<file path="src/rtl/mmio_uart_tx_pkg.sv">
// Shared definitions for the memory-mapped console transmitter:
// FSM encodings, default console address and character geometry.
package mmio_uart_tx_pkg;

    localparam logic [1:0] ST_IDLE  = 2'd0;
    localparam logic [1:0] ST_START = 2'd1;
    localparam logic [1:0] ST_DATA  = 2'd2;
    localparam logic [1:0] ST_STOP  = 2'd3;

    localparam logic [7:0] DEFAULT_TX_ADDR = 8'hFF;
    localparam logic [2:0] LAST_DATA_BIT   = 3'd7;
    localparam int unsigned CHAR_WIDTH     = 8;

endpackage

</file>
<file path="src/rtl/mmio_uart_tx_sync_fifo.sv">
// Single-clock FIFO for the console transmitter. A push into a full FIFO is
// still accepted when a pop happens in the same cycle.
module mmio_uart_tx_sync_fifo #(
    parameter  int unsigned WIDTH = 8,
    parameter  int unsigned DEPTH = 16,
    localparam int unsigned AW    = $clog2(DEPTH),
    localparam int unsigned CW    = AW + 1
) (
    input  logic             clock,
    input  logic             clear,
    input  logic             push,
    input  logic [WIDTH-1:0] push_data,
    input  logic             pop,
    output logic [WIDTH-1:0] head,
    output logic             full,
    output logic             empty,
    output logic [CW-1:0]    count
);

    logic [WIDTH-1:0] mem_q [DEPTH];
    logic [WIDTH-1:0] mem_d [DEPTH];
    logic [AW-1:0]    wr_ptr_q, wr_ptr_d;
    logic [AW-1:0]    rd_ptr_q, rd_ptr_d;
    logic [CW-1:0]    count_q, count_d;
    logic             push_ok_s;
    logic             pop_ok_s;

    assign full      = (count_q == CW'(DEPTH));
    assign empty     = (count_q == {CW{1'b0}});
    assign count     = count_q;
    assign head      = mem_q[rd_ptr_q];
    assign pop_ok_s  = pop & ~empty;
    assign push_ok_s = push & (~full | pop_ok_s);

    // Next-state for storage, pointers and occupancy; pointers wrap naturally.
    always_comb begin
        mem_d    = mem_q;
        wr_ptr_d = wr_ptr_q;
        rd_ptr_d = rd_ptr_q;
        count_d  = count_q;
        if (push_ok_s) begin
            mem_d[wr_ptr_q] = push_data;
            wr_ptr_d        = wr_ptr_q + {{(AW-1){1'b0}}, 1'b1};
        end else begin
            wr_ptr_d = wr_ptr_q;
        end
        if (pop_ok_s) begin
            rd_ptr_d = rd_ptr_q + {{(AW-1){1'b0}}, 1'b1};
        end else begin
            rd_ptr_d = rd_ptr_q;
        end
        case ({push_ok_s, pop_ok_s})
            2'b10:   count_d = count_q + {{(CW-1){1'b0}}, 1'b1};
            2'b01:   count_d = count_q - {{(CW-1){1'b0}}, 1'b1};
            default: count_d = count_q;
        endcase
    end

    // FIFO state registers.
    always_ff @(posedge clock or negedge clear) begin
        if (!clear) begin
            for (int i = 0; i < int'(DEPTH); i++) begin
                mem_q[i] <= '0;
            end
            wr_ptr_q <= '0;
            rd_ptr_q <= '0;
            count_q  <= '0;
        end else begin
            mem_q    <= mem_d;
            wr_ptr_q <= wr_ptr_d;
            rd_ptr_q <= rd_ptr_d;
            count_q  <= count_d;
        end
    end

endmodule

</file>
<file path="src/rtl/mmio_uart_tx.sv">
// Console output: stores to TX_ADDR are queued and serialised as 8N1 frames
// on a registered tx line.
module mmio_uart_tx
    import mmio_uart_tx_pkg::*;
#(
    parameter int unsigned CLK_DIV    = 434,
    parameter int unsigned FIFO_DEPTH = 16,
    parameter logic [7:0]  TX_ADDR    = DEFAULT_TX_ADDR
) (
    input  logic                          clock,
    input  logic                          clear,
    input  logic                          wr_en,
    input  logic [7:0]                    wr_addr,
    input  logic [31:0]                   wr_data,
    output logic                          tx,
    output logic                          tx_busy,
    output logic [$clog2(FIFO_DEPTH):0]   fifo_count,
    output logic                          overflow
);

    localparam logic [15:0] BAUD_RELOAD = 16'(CLK_DIV - 1);

    logic [1:0]            state_q, state_d;
    logic [15:0]           baud_q, baud_d;
    logic [2:0]            bit_q, bit_d;
    logic [CHAR_WIDTH-1:0] shift_q, shift_d;
    logic                  tx_q, tx_d;
    logic                  overflow_q, overflow_d;

    logic                  wr_hit_s;
    logic                  pop_s;
    logic                  fifo_full_s;
    logic                  fifo_empty_s;
    logic [CHAR_WIDTH-1:0] fifo_head_s;
    logic [$clog2(FIFO_DEPTH):0] fifo_count_s;
    logic                  unused_wr_data_s;

    // Only the low byte of a store is a character.
    assign unused_wr_data_s = ^wr_data[31:8];
    assign wr_hit_s         = wr_en & (wr_addr == TX_ADDR);

    mmio_uart_tx_sync_fifo #(
        .WIDTH (CHAR_WIDTH),
        .DEPTH (FIFO_DEPTH)
    ) u_fifo (
        .clock     (clock),
        .clear     (clear),
        .push      (wr_hit_s),
        .push_data (wr_data[7:0]),
        .pop       (pop_s),
        .head      (fifo_head_s),
        .full      (fifo_full_s),
        .empty     (fifo_empty_s),
        .count     (fifo_count_s)
    );

    // Framing FSM; the baud counter counts down to zero in every state.
    always_comb begin
        state_d = state_q;
        baud_d  = baud_q;
        bit_d   = bit_q;
        shift_d = shift_q;
        tx_d    = tx_q;
        pop_s   = 1'b0;
        case (state_q)
            ST_IDLE: begin
                if (!fifo_empty_s) begin
                    pop_s   = 1'b1;
                    shift_d = fifo_head_s;
                    baud_d  = BAUD_RELOAD;
                    bit_d   = 3'd0;
                    state_d = ST_START;
                    tx_d    = 1'b0;
                end else begin
                    tx_d = 1'b1;
                end
            end
            ST_START: begin
                if (baud_q == 16'd0) begin
                    state_d = ST_DATA;
                    bit_d   = 3'd0;
                    baud_d  = BAUD_RELOAD;
                    tx_d    = shift_q[0];
                end else begin
                    baud_d = baud_q - 16'd1;
                    tx_d   = 1'b0;
                end
            end
            ST_DATA: begin
                if (baud_q == 16'd0) begin
                    baud_d = BAUD_RELOAD;
                    if (bit_q == LAST_DATA_BIT) begin
                        state_d = ST_STOP;
                        tx_d    = 1'b1;
                    end else begin
                        bit_d   = bit_q + 3'd1;
                        shift_d = {1'b0, shift_q[CHAR_WIDTH-1:1]};
                        tx_d    = shift_q[1];
                    end
                end else begin
                    baud_d = baud_q - 16'd1;
                    tx_d   = shift_q[0];
                end
            end
            ST_STOP: begin
                if (baud_q == 16'd0) begin
                    if (!fifo_empty_s) begin
                        pop_s   = 1'b1;
                        shift_d = fifo_head_s;
                        baud_d  = BAUD_RELOAD;
                        bit_d   = 3'd0;
                        state_d = ST_START;
                        tx_d    = 1'b0;
                    end else begin
                        state_d = ST_IDLE;
                        tx_d    = 1'b1;
                    end
                end else begin
                    baud_d = baud_q - 16'd1;
                    tx_d   = 1'b1;
                end
            end
            default: begin
                state_d = ST_IDLE;
                baud_d  = 16'd0;
                bit_d   = 3'd0;
                tx_d    = 1'b1;
            end
        endcase
    end

    // A write is dropped only when the FIFO is full and nothing leaves it.
    always_comb begin
        if (wr_hit_s && fifo_full_s && !pop_s) begin
            overflow_d = 1'b1;
        end else begin
            overflow_d = overflow_q;
        end
    end

    // Transmitter state registers; reset abandons any frame and idles the line.
    always_ff @(posedge clock or negedge clear) begin
        if (!clear) begin
            state_q    <= ST_IDLE;
            baud_q     <= 16'd0;
            bit_q      <= 3'd0;
            shift_q    <= '0;
            tx_q       <= 1'b1;
            overflow_q <= 1'b0;
        end else begin
            state_q    <= state_d;
            baud_q     <= baud_d;
            bit_q      <= bit_d;
            shift_q    <= shift_d;
            tx_q       <= tx_d;
            overflow_q <= overflow_d;
        end
    end

    assign tx         = tx_q;
    assign overflow   = overflow_q;
    assign fifo_count = fifo_count_s;
    assign tx_busy    = (state_q != ST_IDLE) | (fifo_count_s != '0);

endmodule

</file>
<file path="config.mk">
export PLATFORM = sky130hd
export DESIGN_NAME = mmio_uart_tx
export DESIGN_NICKNAME = d
export VERILOG_FILES = /design/src/rtl/mmio_uart_tx_pkg.sv /design/src/rtl/mmio_uart_tx_sync_fifo.sv /design/src/rtl/mmio_uart_tx.sv
export SDC_FILE = /design/constraint.sdc
export NUM_CORES = 1
export LEC_CHECK = 0
export ABC_CLOCK_PERIOD_IN_PS = 3300
export BUFFER_PORTS_ARGS = -buffer_cell sky130_fd_sc_hd__buf_2
export CAP_MARGIN = 20
export CORE_MARGIN = 2
export CORE_UTILIZATION = 30
export DETAILED_ROUTE_END_ITERATION = 6
export GPL_TIMING_DRIVEN = 0
export SLEW_MARGIN = 20
export SYNTH_ARGS = -nofsm -noshare
export SYNTH_HDL_FRONTEND = slang
export SYNTH_SLANG_ARGS = --single-unit
</file>
<file path="constraint.sdc">
create_clock -name clock -period 3.3 [get_ports clock]
set_clock_uncertainty 0.2 [all_clocks]
set_input_delay 0.33 -clock clock [delete_from_list [all_inputs] [get_ports clock]]
set_output_delay 0.33 -clock clock [all_outputs]
set_load 0.01 [all_outputs]
</file>
==> results of run 1 <==
-- placed cells by master (no fill, tap or decap), types with 4 or more instances in the layout --
cell type	instances
dfrtp_1	170
clkbuf_16	17
inv_1	7
a211oi_1	5
buf_4	13
mux2_2	127
nor4_1	4
o21ai_0	16
nor2b_1	8
xnor2_1	9
buf_2	35
a2111oi_0	4
nand2_1	16
nand4_4	16
a21oi_1	15
mux2i_1	28
or4_1	5
clkbuf_1	23
a22oi_1	20
or2_2	6
nor2_1	28
a31oi_1	4
ha_1	13
inv_8	4
mux4_2	20
nand3_1	10
xor2_1	10
nor3_1	8
mux2_1	19
-- worst max-delay path by stage --
stage / startpoint / endpoint / cells after the start
after floorplan: baud_q[0] / u_fifo.count[4] / 16
after global placement: clear / u_fifo.mem_q[68] / 1
after detailed placement: baud_q[0] / u_fifo.count[4] / 16
after CTS: baud_q[0] / u_fifo.count[4] / 15
after global routing: u_fifo.count[2] / u_fifo.count[4] / 13
final: state_q[1] / u_fifo.count[4] / 14
-- stage by stage --
stage | setup WS [ps] | cells | util | setup TNS, ps | hold WS (ps)
2_1_floorplan | 2.542 | 665 | - | 0 | -165.6
3_3_place_gp | -1154 | 1075 | 0.3287 | -194780 | 259.5
3_5_place_dp | -462.5 | 1076 | 0.3300 | -942.6 | 156.8
4_1_cts | 28.14 | 1115 | 0.3561 | 0 | 25.36
5_1_grt | 20.15 | 1121 | 0.3588 | 0 | 12.37
6_report | 204.0 | 1121 | 0.3588 | 0 | 27.09
-- power by group through the flow --
| stage | combinational [mW] | sequential [mW] | clock (mW) |
|---|---|---|---|
| final | 2.84 | 2.50 | 2.20 |
| after global routing | 3.11 | 2.53 | 2.34 |
| after CTS | 2.73 | 2.50 | 2.24 |
| after detailed placement | 2.61 | 2.55 | 0 |
| after global placement | 2.58 | 2.54 | 0 |
| after floorplan | 1.92 | 2.51 | 0 |
-- critical path, cell delays in order, from the launching register on --
cell	delay [ps]
dfrtp_1	410
inv_1	120
ha_4	320
nor2b_1	90
nor4b_4	320
o21ai_4	120
buf_12	140
nand2_4	100
ha_4	180
xor2_1	160
ha_2	220
a31oi_1	70
or2_2	280
a21oi_2	150
xor2_1	140
-- logic make-up (layout without fill, tap and decap cells) --
kind of cell               count (synthesis)  count (layout)  share of synthesized area
buffers and inverters                     49             121                    0.02361
muxes                                    194             194                     0.2683
adders and majority gates                 17              17                    0.02403
xor gates and xnor gates                  19              19                    0.01880
and+or+nand+nor                          122             122                     0.1078
DFF                                      172             172                     0.4864
AOI/OAI and AO/OA                         92              92                    0.07110
-- repair_timing --
| item | CTS | global route |
|---|---|---|
| hold buffers | 1 | 0 |
| hold endpoints to repair | 78 | 0 |
| endpoints found under the setup margin | 4 | 2 |
| pin swaps | 3 | 5 |
| setup buffers | 7 | 6 |
| resized for setup | 10 | 9 |
-- flip-flops by register name, indices dropped and copies added, names as in the netlist, 2 cells and up --
register and cells:
u_fifo.count 5, u_fifo.wr_ptr_q 4, shift_q 8, state_q 2, u_fifo.rd_ptr_q 4, bit_q 3, baud_q 16, u_fifo.mem_q 128
-- routing by layer --
layer  track usage  vias to the layer above  share of wire
met1        0.1892                     2976           0.46
met4       0.03478                        0          0.011
met5             0                        -              0
met2        0.2274                      112           0.50
met3       0.03030                       21          0.034
li1              -                     2629              -
-- cell type report --
cell class / count / area [um^2] / share of cell area
clock inverter: 15 / 220.2 / 0.02127
tap: 384 / 480.5 / 0.04640
multi-input combinational: 444 / 4428 / 0.4277
sequential: 172 / 4307 / 0.4160
timing repair buffer: 41 / 275.3 / 0.02659
clock buffer: 17 / 425.4 / 0.04109
inverter: 10 / 37.54 / 0.003625
buffer: 38 / 180.2 / 0.01740
==> impl_results.md, run 1 <==
* Status: finished, final reports clean
* MaxCap Viol Count at 0
* Post-DRT Antenna Nets at 0
* Max Slew Vio Count at 0
* Largest net degree at the start of global routing at 95
* FF-to-FF Start: state_q[1]
* Avg WL per Cell at 18.46 um
* Most numerous cell in the Yosys netlist: dfrtp_1
* Initial Util at 0.3068
* Syn Area/Cell at 13.31 um^2
* Crit path launch type: register
* Lkg Pwr at 4.739 nW
* 1st-iter DRT viols at 359
* Gate power share at 0.377
* GRT Overall Usage at 0.1396
* Tmin final at 3096 ps
* CTS buffer count at 17
* Share of the synthesized area in the top cell type at 0.4834
* Placed inst area at 0.009523 mm^2
* DRT Pass-1 Iters at 5
* Post-synth EDFFs at 0
* Core ar. at 0.02886 mm^2
* Clock latency on the worst-skew pair at 440 ps
* Synth cell count leaders: 171 x dfrtp_1, 127 x mux2_2, 28 x mux2i_1, 28 x nor2_1, 24 x clkbuf_1
* Vias at 5738
* FILL cells at 2808
* Worst vdd ir at 0.3495 mV
* Routed WL at 20.69 mm
* Sequential-to-total area share from yosys stat at 0.4864
* H-tree depth at 4
* Layout cell share with drive strength beyond 1 at 0.3731
* R2R setup slack at 200 ps
* Initial antenna violation count at 0
* Slew @ Worst Pin at 907.8 ps
* Worst R2R End: u_fifo.count[4]
* Final setup vio count at 0
* Die area at 0.03090 mm^2
* Gr ovfl total at 0
* Clock sinks at 172
* RSZ-0062 raised after global routing: false
* Primary FF master, synth: dfrtp_1
* ANT cells at 0
* Chip height at 175.8 um
* Routed vias/inst at 5.119
* Leading area contributor after synthesis: dfrtp_1
* CTS tree: done
* Num rows at 62
* Synth Instances at 665
* Min-delay worst type: in2reg
* # port buffers at 26
* Dpl hpwl at 13.61 mm
* Design area at 0.01035 mm^2
* Gpl congestion at 0.8187
* Worst EP required at 3460 ps
* Setup crit end kind: register
* Cell internal pwr at 4.732 mW
* Hold path start: wr_data[4]
* Vias in the first global route at 5773
* Chip width at 175.8 um
* Crit path max fanout at 6
* Synth Net Count at 725
* Tot Pwr at 7.539 mW
* Ports at 51
* Ys async rst share at 1.000
* Slew headroom at 0.3948
* Area of the mapped netlist at 0.008852 mm^2
* Flop pwr share at 0.332
* Switch share at 0.3723
* CTS max path bufs at 2
* Power per standard cell area at 728.1 mW/mm^2
* Main area contributors after synthesis: dfrtp_1 48%, mux2_2 16%, mux4_2 5.1%
* Hold EP: u_fifo.mem_q[92]
* Total Nets Final at 784
* Crit path DAT at 3260 ps
* Clock power frac at 0.291
* Crit path kind: reg2reg
* Fin crit share at 0.9382
* Synth cell types at 63
* Clock transition at path regs at 80 ps
* Sw Pwr at 2.806 mW
* DRC viols at 0
* Hold Path Stages at 2
* R2R depth at 14
* Fmax at 323.0 MHz
* Ys Warns at 0
* Yosys reg bits at 172
* Area delta synth->final at 16.96%
* Global-route wire length before repair at 33.31 mm
* Clock Root Buffer: clkbuf_16
* Final hold vios at 0
Note: power is estimated with default switching activity, not from simulation.
==> run 2, diff against run 1 <==
ABC_AREA = 1   (was unset)
==> run 2 against run 1 <==
Synthesized cell count rose by 80%. Via count rose by 50%. Total power rose by 7.3%. Clock power fell by 8%. Design area rose by 3.8%. Flip-flop and latch count did not move. Sequential share of layout area fell by 1.5 points. Routed wire length rose by 38%.
==> impl_results.md, run 2 <==
* Syn Area/Cell at 7.967 um^2 (was 13.31 um^2)
* Main area contributors after synthesis: dfrtp_1 45%, nand2_1 17%, nand4_1 8.5% (was dfrtp_1 48%, mux2_2 16%, mux4_2 5.1%)
* Top flop regs: u_fifo.mem_q: 128 flops, baud_q: 16 flops, shift_q: 8 flops (unchanged)
* Synth Instances at 1194 (was 665)
* Fin crit share at 0.9254 (was 0.9382)
* Placed Cells at 1615 (was 1076)
* Global-route wire length before repair at 46.17 mm (was 33.31 mm)
* Area delta synth->final at 12.96% (was 16.96%)
* Critical path's most frequent cell: nand2_1
* # port buffers at 18 (was 26)
* Final setup vio count at 0 (unchanged)
* Most common cell after layout, fill and taps aside: nand2_1 (was dfrtp_1)
* Slew headroom at 0.3908 (was 0.3948)
* Gpl congestion at 0.9153 (was 0.8187)
* Area of the mapped netlist at 0.009513 mm^2 (was 0.008852 mm^2)
* Total Nets Final at 1293 (was 784)
* Most frequent cells in the layout: 420 x nand2_1, 171 x dfrtp_1, 130 x nand4_1, 93 x nor2_1, 73 x o21ai_0 (was 170 x dfrtp_1, 127 x mux2_2, 35 x buf_2, 28 x nor2_1, 28 x mux2i_1)
* Die area at 0.03315 mm^2 (was 0.03090 mm^2)
* M1 WL at 13.05 mm (was 9.464 mm)
* Clock transition at path regs at 80 ps (about the same)
* CTS tree: done (unchanged)
* Yosys reg bits at 172 (unchanged)
* Leading area contributor after synthesis: dfrtp_1 (unchanged)
* RSZ-0062 raised after global routing: false (unchanged)
* Post-synth EDFFs at 0 (unchanged)
* Most numerous cell in the Yosys netlist: nand2_1 (was dfrtp_1)
* Max reg flops at 128 (unchanged)
* MaxCap Viol Count at 0 (unchanged)
* GRT Overall Usage at 0.1793 (was 0.1396)
* Final hold vios at 0 (unchanged)
* Slew @ Worst Pin at 910.5 ps (was 907.8 ps)
* 1st-iter DRT viols at 858 (was 359)
* Routed wl met2 at 13.05 mm (was 10.28 mm)
* Largest net degree at the start of global routing at 92 (was 95)
* Power per standard cell area at 752.8 mW/mm^2 (was 728.1 mW/mm^2)
* DRT Pass-1 Iters at 5 (unchanged)
* Lkg Pwr at 5.243 nW (was 4.739 nW)
* Vias at 8603 (was 5738)
* Crit path launch type: register (unchanged)
* Ports at 51 (unchanged)
* Fmax at 327.5 MHz (was 323.0 MHz)
* Core ar. at 0.03139 mm^2 (was 0.02886 mm^2)
* Avg WL per Cell at 17.35 um (was 18.46 um)
* Top reg by flops: u_fifo.mem_q (unchanged)
* Vias in the first global route at 8351 (was 5773)
* Pre-CTS setup slack at -76.44 ps (was -462.5 ps)
* Worst EP required at 3480 ps (was 3460 ps)
* CTS buffer count at 17 (unchanged)
* Tot Pwr at 8.090 mW (was 7.539 mW)
* Gr ovfl total at 0 (unchanged)
* Num rows at 65 (was 62)
* Min-delay worst type: in2reg (unchanged)
* Primary FF master, synth: dfrtp_1 (unchanged)
* ANT cells at 0 (unchanged)
* Crit path kind: reg2reg (unchanged)
* DRC viols at 0 (unchanged)
* FILL cells at 3326 (was 2808)
* H-tree depth at 4 (unchanged)
* Slowest stage delay, CP at 460 ps (was 410 ps)
* CP cell instances: nor2_1 -> nand3_2 -> nand2_1 -> o21ai_2 -> nand2_4 -> clkinvlp_4 -> ha_4 -> xor2_1 -> ha_1 -> a21o_1 -> nand2_1 -> nand2_1 -> a21oi_1 -> xor2_1 -> nand2_1 -> nand2_1 (was inv_1 -> ha_4 -> nor2b_1 -> nor4b_4 -> o21ai_4 -> buf_12 -> nand2_4 -> ha_4 -> xor2_1 -> ha_2 -> a31oi_1 -> or2_2 -> a21oi_2 -> xor2_1)
* Dpl hpwl at 20.16 mm (was 13.61 mm)
* Setup crit end kind: register (unchanged)
* Synth Net Count at 1254 (was 725)
* Ys async rst share at 1.000 (unchanged)
* Crit path DAT at 3230 ps (was 3260 ps)
* Chip width at 182.1 um (was 175.8 um)
* Share of the synthesized area in the top cell type at 0.4498 (was 0.4834)
* Tmin final at 3054 ps (was 3096 ps)
* CP max-delay cell: dfrtp_1 (unchanged)
* Chip height at 182.1 um (was 175.8 um)
* Initial antenna violation count at 0 (unchanged)
* Final WS setup at 246.3 ps (was 204.0 ps)
* Layout cell share with drive strength beyond 1 at 0.1019 (was 0.3731)
* Crit path max fanout at 9 (was 6)
* Sequential-to-total area share from yosys stat at 0.4526 (was 0.4864)
* Ys Warns at 0 (unchanged)
* Worst vdd ir at 0.3967 mV (was 0.3495 mV)
* Met3 wire length at 1.759 mm (was 710 um)
* Top routing layer in use: met4 (unchanged)
* Initial Util at 0.3030 (was 0.3068)
* Clock sinks at 172 (unchanged)
* Synth cell types at 42 (was 63)
* Clock latency on the worst-skew pair at 440 ps (about the same)
* Routed vias/inst at 5.220 (was 5.119)
* Max Slew Vio Count at 0 (unchanged)
* Post-DRT Antenna Nets at 0 (unchanged)
* Routed WL at 28.59 mm (was 20.69 mm)
* Post-Layout Cell Count at 1648 (was 1121)
* CTS max path bufs at 2 (unchanged)
* Status: finished, final reports clean (unchanged)
* Clock Root Buffer: clkbuf_16 (unchanged)
* Synth cell count leaders: 420 x nand2_1, 171 x dfrtp_1, 130 x nand4_1, 93 x nor2_1, 73 x o21ai_0 (was 171 x dfrtp_1, 127 x mux2_2, 28 x mux2i_1, 28 x nor2_1, 24 x clkbuf_1)
[run 2: changes by cell type after synthesis, sizes merged, moves of 7 or more]
cell	delta
nand3	+62
a21oi	+7
nor2	+80
a22oi	-17
mux2	-146
nor2b	-8
nand2	+410
mux4	-20
buf	+16
o21ai	+58
clkbuf	+18
mux2i	-28
nand4	+112
inv	+31
[run 2: layout make-up]
| cell class | count | area (um^2) | share of cell area |
|---|---|---|---|
| tap | 402 | 503.0 | 0.04681 |
| multi-input combinational | 906 | 4589 | 0.4271 |
| buffer | 72 | 461.7 | 0.04297 |
| clock inverter | 13 | 132.6 | 0.01234 |
| clock buffer | 19 | 442.9 | 0.04122 |
| sequential | 172 | 4305 | 0.4007 |
| inverter | 43 | 165.2 | 0.01537 |
| timing repair buffer | 21 | 145.1 | 0.01351 |
[run 2: metal layers]
metal  global-route usage  vias to the layer above
li1                     -                     4130
met1               0.2467                     4185
met2               0.2798                      253
met3              0.03532                       35
met4              0.06710                        0
met5                    0                        -
[run 2: cell families (layout without fill, tap and decap cells)]
| logic type | Yosys count | after routing | synth area share |
|---|---|---|---|
| XOR/XNOR | 15 | 15 | 0.01381 |
| AO/OA/AOI/OAI | 127 | 127 | 0.07273 |
| flip-flops | 172 | 172 | 0.4526 |
| buffers and inverters | 116 | 168 | 0.06708 |
| AND/OR/NAND/NOR | 747 | 747 | 0.3714 |
| adder cells (fa/ha/maj) | 17 | 17 | 0.02236 |
[run 2: repair_timing]
action                                 4_1_cts  5_1_grt
endpoints found under the hold margin       89        0
gates resized for setup                      3        2
setup buffers                                0        1
setup endpoints to repair                    1        1
hold buffers                                 1        0
[run 2: where the power goes]
part           leakage, nW  internal [mW]  switching (mW)
registers             2.36           2.32           0.195
clock network        0.275           1.08           0.951
logic                 2.61           1.11            2.43
[run 2: final timing paths]
kind,startpoint,endpoint,slack [ps],cells past startpoint
setup / recovery,u_fifo.count[2],u_fifo.count[4],250,16
hold / removal,wr_data[1],u_fifo.mem_q[49],100,3
setup reg to reg,u_fifo.count[2],u_fifo.count[4],250,16
hold reg to reg,u_fifo.mem_q[44],u_fifo.mem_q[44],270,2
max in group asynchronous,clear,u_fifo.mem_q[90],1690,3
min in group asynchronous,clear,baud_q[11],290,2
[run 2: critical path, delay by kind of cell (launching register included)]
kind | cells | cell delay (ps)
DFF | 1 | 460
adders and majority gates | 2 | 440
xor gates and xnor gates | 2 | 310
AOI/OAI and AO/OA | 3 | 410
and+or+nand+nor | 8 | 920
buffers and inverters | 1 | 240
[run 2: metrics by stage]
| stage | instance area [um^2] | setup TNS (ps) | utilization | hold slack, ps |
|---|---|---|---|---|
| after CTS | 10750 | 0 | 0.3423 | 81.51 |
| after floorplan | 9513 | 0 | - | -165.6 |
| after global routing | 10750 | 0 | 0.3423 | 98.52 |
| after global placement | 10110 | -205940 | 0.3219 | 248.2 |
| after detailed placement | 10140 | -76.44 | 0.3231 | 216.7 |
| final | 10750 | 0 | 0.3423 | 102.6 |
